**config.mk**
```make
export PLATFORM = sky130hd
export DESIGN_NAME = program_counter
export DESIGN_NICKNAME = d
export VERILOG_FILES = /design/src/rtl/cpu_pkg.sv /design/src/rtl/return_stack.sv /design/src/rtl/program_counter.sv
export SDC_FILE = /design/constraint.sdc
export NUM_CORES = 1
export LEC_CHECK = 0
export BUFFER_PORTS_ARGS = -buffer_cell sky130_fd_sc_hd__clkbuf_2
export CORE_MARGIN = 8
export CORE_UTILIZATION = 25
export CTS_BUF_LIST = sky130_fd_sc_hd__clkbuf_4 sky130_fd_sc_hd__clkbuf_8
export CTS_CLUSTER_SIZE = 24
export DETAILED_ROUTE_END_ITERATION = 6
export HOLD_SLACK_MARGIN = 0.12
export MAX_ROUTING_LAYER = met4
export PLACE_DENSITY = 0.42
export SLEW_MARGIN = 20
export SYNTH_ARGS = -nofsm -noshare
export SYNTH_HDL_FRONTEND = slang
export SYNTH_SLANG_ARGS = --single-unit
```
**constraint.sdc**
```tcl
create_clock -name clk -period 2.7 [get_ports clk]
set_input_delay 0.54 -clock clk [delete_from_list [all_inputs] [get_ports clk]]
set_output_delay 0.54 -clock clk [all_outputs]
set_load 0.02 [all_outputs]
```
**src/rtl/cpu_pkg.sv**
```systemverilog
// Shared CPU-core definitions: address width, reset vector and the
// controller's default interrupt vectors.
package cpu_pkg;

    localparam int ADDR_W = 16;

    localparam logic [ADDR_W-1:0] RESET_VEC = 16'h0000;

    localparam logic [ADDR_W-1:0] INTA_VEC  = 16'hFDA9;
    localparam logic [ADDR_W-1:0] INTB_VEC  = 16'hFB53;
    localparam logic [ADDR_W-1:0] SOFT_VEC0 = 16'h0100;

    // The single action the program counter takes on a given edge.
    typedef enum logic [2:0] {
        ACT_INC  = 3'd0,
        ACT_JUMP = 3'd1,
        ACT_INT  = 3'd2,
        ACT_RET  = 3'd3,
        ACT_HOLD = 3'd4,
        ACT_LOCK = 3'd5
    } pc_action_e;

endpackage

```
**src/rtl/return_stack.sv**
```systemverilog
// Register-array LIFO with a level counter; push and pop together
// overwrite the top entry and leave the level unchanged.
module return_stack #(
    parameter int W     = 16,
    parameter int DEPTH = 4
) (
    input  logic                       clk,
    input  logic                       n_rst,
    input  logic                       push_i,
    input  logic                       pop_i,
    input  logic [W-1:0]               din_i,
    output logic [W-1:0]               dout_o,
    output logic [$clog2(DEPTH+1)-1:0] level_o,
    output logic                       full_o,
    output logic                       empty_o
);

    localparam int LW = $clog2(DEPTH + 1);
    localparam int IW = (DEPTH > 1) ? $clog2(DEPTH) : 1;

    logic [W-1:0]  mem_q [DEPTH];
    logic [LW-1:0] level_q;
    logic [IW-1:0] top_idx;
    logic [IW-1:0] wr_idx;

    always_comb begin
        top_idx = IW'(level_q - LW'(1));
        wr_idx  = IW'(level_q);
    end

    assign full_o  = (level_q == LW'(DEPTH));
    assign empty_o = (level_q == '0);
    assign level_o = level_q;
    assign dout_o  = empty_o ? '0 : mem_q[top_idx];

    always_ff @(posedge clk or negedge n_rst) begin
        if (!n_rst) begin
            level_q <= '0;
            for (int i = 0; i < DEPTH; i++) begin
                mem_q[i] <= '0;
            end
        end else begin
            if (push_i && pop_i && !empty_o) begin
                mem_q[top_idx] <= din_i;
            end else if (push_i && !full_o) begin
                mem_q[wr_idx] <= din_i;
                level_q       <= level_q + LW'(1);
            end else if (pop_i && !empty_o) begin
                level_q <= level_q - LW'(1);
            end
        end
    end

endmodule

```
**src/rtl/program_counter.sv**
```systemverilog
// 16-bit program counter: increment, jump, interrupt vectoring with a
// hardware return stack, and an interrupt latch that survives lock.
module program_counter
    import cpu_pkg::*;
#(
    parameter logic [ADDR_W-1:0] RESET_VECTOR = RESET_VEC,
    parameter logic [ADDR_W-1:0] INC_STEP     = 16'd1,
    parameter int                STACK_DEPTH  = 4
) (
    input  logic                             clk,
    input  logic                             n_rst,
    input  logic [ADDR_W-1:0]                i_data_bus,
    input  logic [ADDR_W-1:0]                i_interrupt_address,
    input  logic                             i_pc_set_enable,
    input  logic                             i_pc_address_enable,
    input  logic                             i_pc_interrupt_enable,
    input  logic                             i_pc_lock,
    input  logic                             i_pc_return,
    output logic [ADDR_W-1:0]                o_pc,
    output logic [ADDR_W-1:0]                o_address,
    output logic                             o_int_ack,
    output logic                             o_int_pending,
    output logic [$clog2(STACK_DEPTH+1)-1:0] o_stack_level,
    output logic                             o_stack_overflow,
    output logic                             o_stack_underflow
);

    logic [ADDR_W-1:0] pc_q, pc_d;
    logic              pending_q;
    logic [ADDR_W-1:0] pend_vec_q;
    logic              int_ack_q;
    logic              ovf_q, unf_q;

    logic              strobe_irq, irq;
    logic [ADDR_W-1:0] vec;
    pc_action_e        act;
    logic              push, pop, ovf_set, unf_set;
    logic [ADDR_W-1:0] stk_din, stk_dout;
    logic              stk_full, stk_empty;

    return_stack #(
        .W     (ADDR_W),
        .DEPTH (STACK_DEPTH)
    ) u_stack (
        .clk     (clk),
        .n_rst   (n_rst),
        .push_i  (push),
        .pop_i   (pop),
        .din_i   (stk_din),
        .dout_o  (stk_dout),
        .level_o (o_stack_level),
        .full_o  (stk_full),
        .empty_o (stk_empty)
    );

    always_comb begin
        strobe_irq = i_pc_set_enable & i_pc_interrupt_enable;
        irq        = strobe_irq | pending_q;
        vec        = pending_q ? pend_vec_q : i_interrupt_address;
        act        = ACT_INC;
        pc_d       = pc_q + INC_STEP;
        push       = 1'b0;
        pop        = 1'b0;
        ovf_set    = 1'b0;
        unf_set    = 1'b0;
        if (i_pc_lock) begin
            act  = ACT_LOCK;
            pc_d = pc_q;
        end else if (irq && !stk_full) begin
            // A return in the same cycle tail-chains: the popped context stays on top.
            act  = ACT_INT;
            pc_d = vec;
            push = 1'b1;
            pop  = i_pc_return & ~stk_empty;
        end else begin
            // A refused interrupt still lets the PC advance by the normal rules.
            ovf_set = irq;
            if (i_pc_return && !stk_empty) begin
                act  = ACT_RET;
                pc_d = stk_dout;
                pop  = 1'b1;
            end else if (i_pc_return) begin
                act     = ACT_HOLD;
                pc_d    = pc_q;
                unf_set = 1'b1;
            end else if (i_pc_set_enable && !i_pc_interrupt_enable) begin
                act  = ACT_JUMP;
                pc_d = i_data_bus;
            end
        end
        stk_din = pop ? stk_dout : pc_q;
    end

    always_ff @(posedge clk or negedge n_rst) begin
        if (!n_rst) begin
            pc_q       <= RESET_VECTOR;
            pending_q  <= 1'b0;
            pend_vec_q <= '0;
            int_ack_q  <= 1'b0;
            ovf_q      <= 1'b0;
            unf_q      <= 1'b0;
        end else begin
            pc_q      <= pc_d;
            int_ack_q <= (act == ACT_INT);
            ovf_q     <= ovf_q | ovf_set;
            unf_q     <= unf_q | unf_set;
            if (i_pc_lock) begin
                if (strobe_irq) begin
                    pending_q  <= 1'b1;
                    pend_vec_q <= i_interrupt_address;
                end
            end else begin
                pending_q <= 1'b0;
            end
        end
    end

    assign o_pc              = pc_q;
    assign o_address         = i_pc_address_enable ? pc_q : '0;
    assign o_int_ack         = int_ack_q;
    assign o_int_pending     = pending_q;
    assign o_stack_overflow  = ovf_q;
    assign o_stack_underflow = unf_q;

endmodule

```
==> impl_metrics.toml <==
[status]
outcome = "finished clean"

[yosys]
yosys_warnings = 0
syn_area_per_cell_sq_um = 10.1
synth_area_sq_um = 5550
synth_seq_cells = 103
synth_edf_count = 0
async_flop_share_pct = 100
synthFlopType = "dfrtp_1"
ys_seq_area_share_pct = 46.4
ys_types = 54
synthCells = 549
syn_nets = 597

[global_routing]
grt-ovfl-total = 0
antenna_found_initial = 0
grt_pass1_vias = 4483
grt_pass1_wl_um = 27000
grt_max_degree = 45
grt_usage_pct = 13.4

[critical_path]
critPathMaxFanout = 17
slowest_delay_ps = 440
worstPathCellList = "inv_1 > ha_1 > ha_1 > nand2b_1 > nand2_1 > a21o_1 > a22o_1"
cp_data_required_time_ps = 2970
crit_slowest_cell = "dfrtp_1"
cp_top_family = "compound AO/OA/AOI/OAI gates"
path_buf_inv = 1
cp.arrival_ps = 2730
crit_top_cell = "ha_1"
cp-end-kind = "flip-flop"
cp-start-kind = "flip-flop"
path_class = "reg -> reg"

[finish]
antenna_cells = 0
drive_gt1_share_pct = 26.1
layout_common_cells = "dfrtp_1 (102), clkbuf_2 (76), a21oi_1 (73)"
area_growth_pct = 17.7
nets = 668
layout_commonest_cell = "dfrtp_1"

[pwr]
max-vdd-ir-drop_v = 0.000480
leakage_nw = 2.83
total_power_mw = 7.60
powerDensity_nw_per_um2 = 1160

[sta]
max-slew-margin-rel_pct = 45.7
timing.setup.tns_ps = 0
setup_viol = 0
layout_min_cycle_time_ps = 2460
hold_viol = 0
finalCritPeriodShare_pct = 91.0
max_freq_ghz = 0.407
maxSlewViolCount = 0
skew_ps = 13.6
worst_pin_slew_ps = 812
rsz0062_at_grt = "no"

[routing]
ant_nets = 0
via_count = 4490
wl_met2_um = 8150
dr.pass1.iters = 5
routed-wl-met3_um = 795
top_layer_used = "met4"
wl_per_cell_um = 19.2
drtIter0Drc = 347
drc = 0
detail_route.wirelength_um = 17400
met1_length_um = 8010
drt-vias-per-instance = 4.96

[clock_network]
post-cts-setup-buffers = 0
path_clk_slew_ps = 100
cts_buffer_depth = 2
h-tree-depth = 3
cts_num_sinks = 103
cts_buffers = 9
cts_tree = "yes"
cts_hold_buf = 0
clockRootBuffer = "clkbuf_8"
worstSkewPairLatency_ps = 390

[floorplan]
die_h_um = 165
die_w_um = 165
io_pins = 78
core-area_sq_um = 21800
die_area_sq_um = 27200
start_util_pct = 25.4
row_count = 54

[hold_path]
hp-class = "in -> async"

[placement]
dp.final_hpwl_um = 12600
gp_congestion = 0.850
port-buffer-count = 77

[run]
cap_violations = 0
## report_power, final
part / switching [mW] / total (mW) / leakage [nW] / internal [mW]
logic: 2.11 / 3.72 / 1.52 / 1.60
registers: 0.610 / 2.82 / 1.21 / 2.21
clock network: 0.592 / 1.07 / 0.104 / 0.474
total: 3.31 / 7.60 / 2.83 / 4.29
## kinds of logic after synthesis
| group | count (synthesis) | share of synthesized area (%) |
|---|---|---|
| AO/OA/AOI/OAI | 156 | 17.3 |
| buffers and inverters | 59 | 4.98 |
| flip-flops | 103 | 46.4 |
| XOR/XNOR | 10 | 1.58 |
| AND/OR/NAND/NOR | 151 | 12.6 |
| adder cells (fa/ha/maj) | 9 | 2.03 |
| multiplexers | 61 | 15.1 |
## cell usage after synthesis, types with 2 or more instances
library cell  number  area share, %
dfrtp_1          103             46
a21oi_1           76            6.8
nor2_1            62            4.2
nand2_1           28            1.9
mux2i_1           24            4.3
o21ai_0           24            2.2
inv_1             23            1.6
mux2_2            21            4.3
nand3_1           19            1.7
a22o_1            16            2.5
mux4_2            16            6.5
and2_1            15            1.7
clkbuf_1          15            1.0
buf_2             14            1.3
nor3_1            10           0.90
ha_1               9            2.0
xnor2_1            8            1.3
a21o_1             6           0.81
a31oi_1            5           0.56
o22ai_1            5           0.56
buf_4              4           0.54
buf_6              3           0.61
or3_1              3           0.34
a211o_1            2           0.32
a22oi_1            2           0.27
a41o_1             2           0.36
nand2b_1           2           0.23
nor2b_1            2           0.23
o211ai_1           2           0.27
o221ai_1           2           0.32
o22a_1             2           0.32
xor2_1             2           0.32
## area by class of cell
cell class	count	area (sq um)
clock buffer	11	145
clock inverter	5	63.8
fill	2270	15300
inverter	23	86.3
multi-input combinational	387	2720
sequential	103	2580
tap	280	350
timing repair buffer	96	593
## registers in the layout (all words and copies together) (netlist names)
| name | flops |
|---|---|
| u_stack.mem_q | 64 |
| o_stack_overflow | 1 |
| o_int_ack | 1 |
| o_pc | 16 |
| o_int_pending | 1 |
| o_stack_underflow | 1 |
| pend_vec_q | 16 |
| u_stack.level_o | 3 |
## per-layer routing
metal	up-vias	GRT usage (%)
li1	2113	-
met1	2235	17.5
met2	114	20.3
met3	28	2.19
met4	0	5.20
met5	-	-
## path summary, 6_finish.rpt
kind | to | slack [ps] | from | cells past startpoint
hold / removal | o_int_pending | 150 | n_rst | 1
setup reg to reg | u_stack.mem_q[49] | 240 | u_stack.level_o[1] | 7
setup / recovery | u_stack.mem_q[49] | 240 | u_stack.level_o[1] | 7
min in group clk | pend_vec_q[11] | 390 | i_interrupt_address[11] | 2
hold reg to reg | o_stack_overflow | 480 | o_stack_overflow | 1
max in group asynchronous | u_stack.mem_q[0] | 1830 | n_rst | 2
## timing repair
item / 4_1_cts / 5_1_grt
setup endpoints to repair: 0 / 28
resized for setup: 0 / 2
hold endpoints to repair: 0 / 0
## stage by stage
step / util, % / hold WS, ps / setup WS (ps) / instance area, sq um / std cells
after floorplan: - / 244 / 33.4 / 5560 / 549
after global placement: 29.0 / 456 / 237 / 6320 / 889
after detailed placement: 29.0 / 459 / 189 / 6320 / 889
after CTS: 29.9 / 166 / 156 / 6530 / 905
after global routing: 30.0 / 193 / 11.7 / 6540 / 905
final: 30.0 / 152 / 243 / 6540 / 905
No activity file was read; power rests on OpenSTA's default activity.
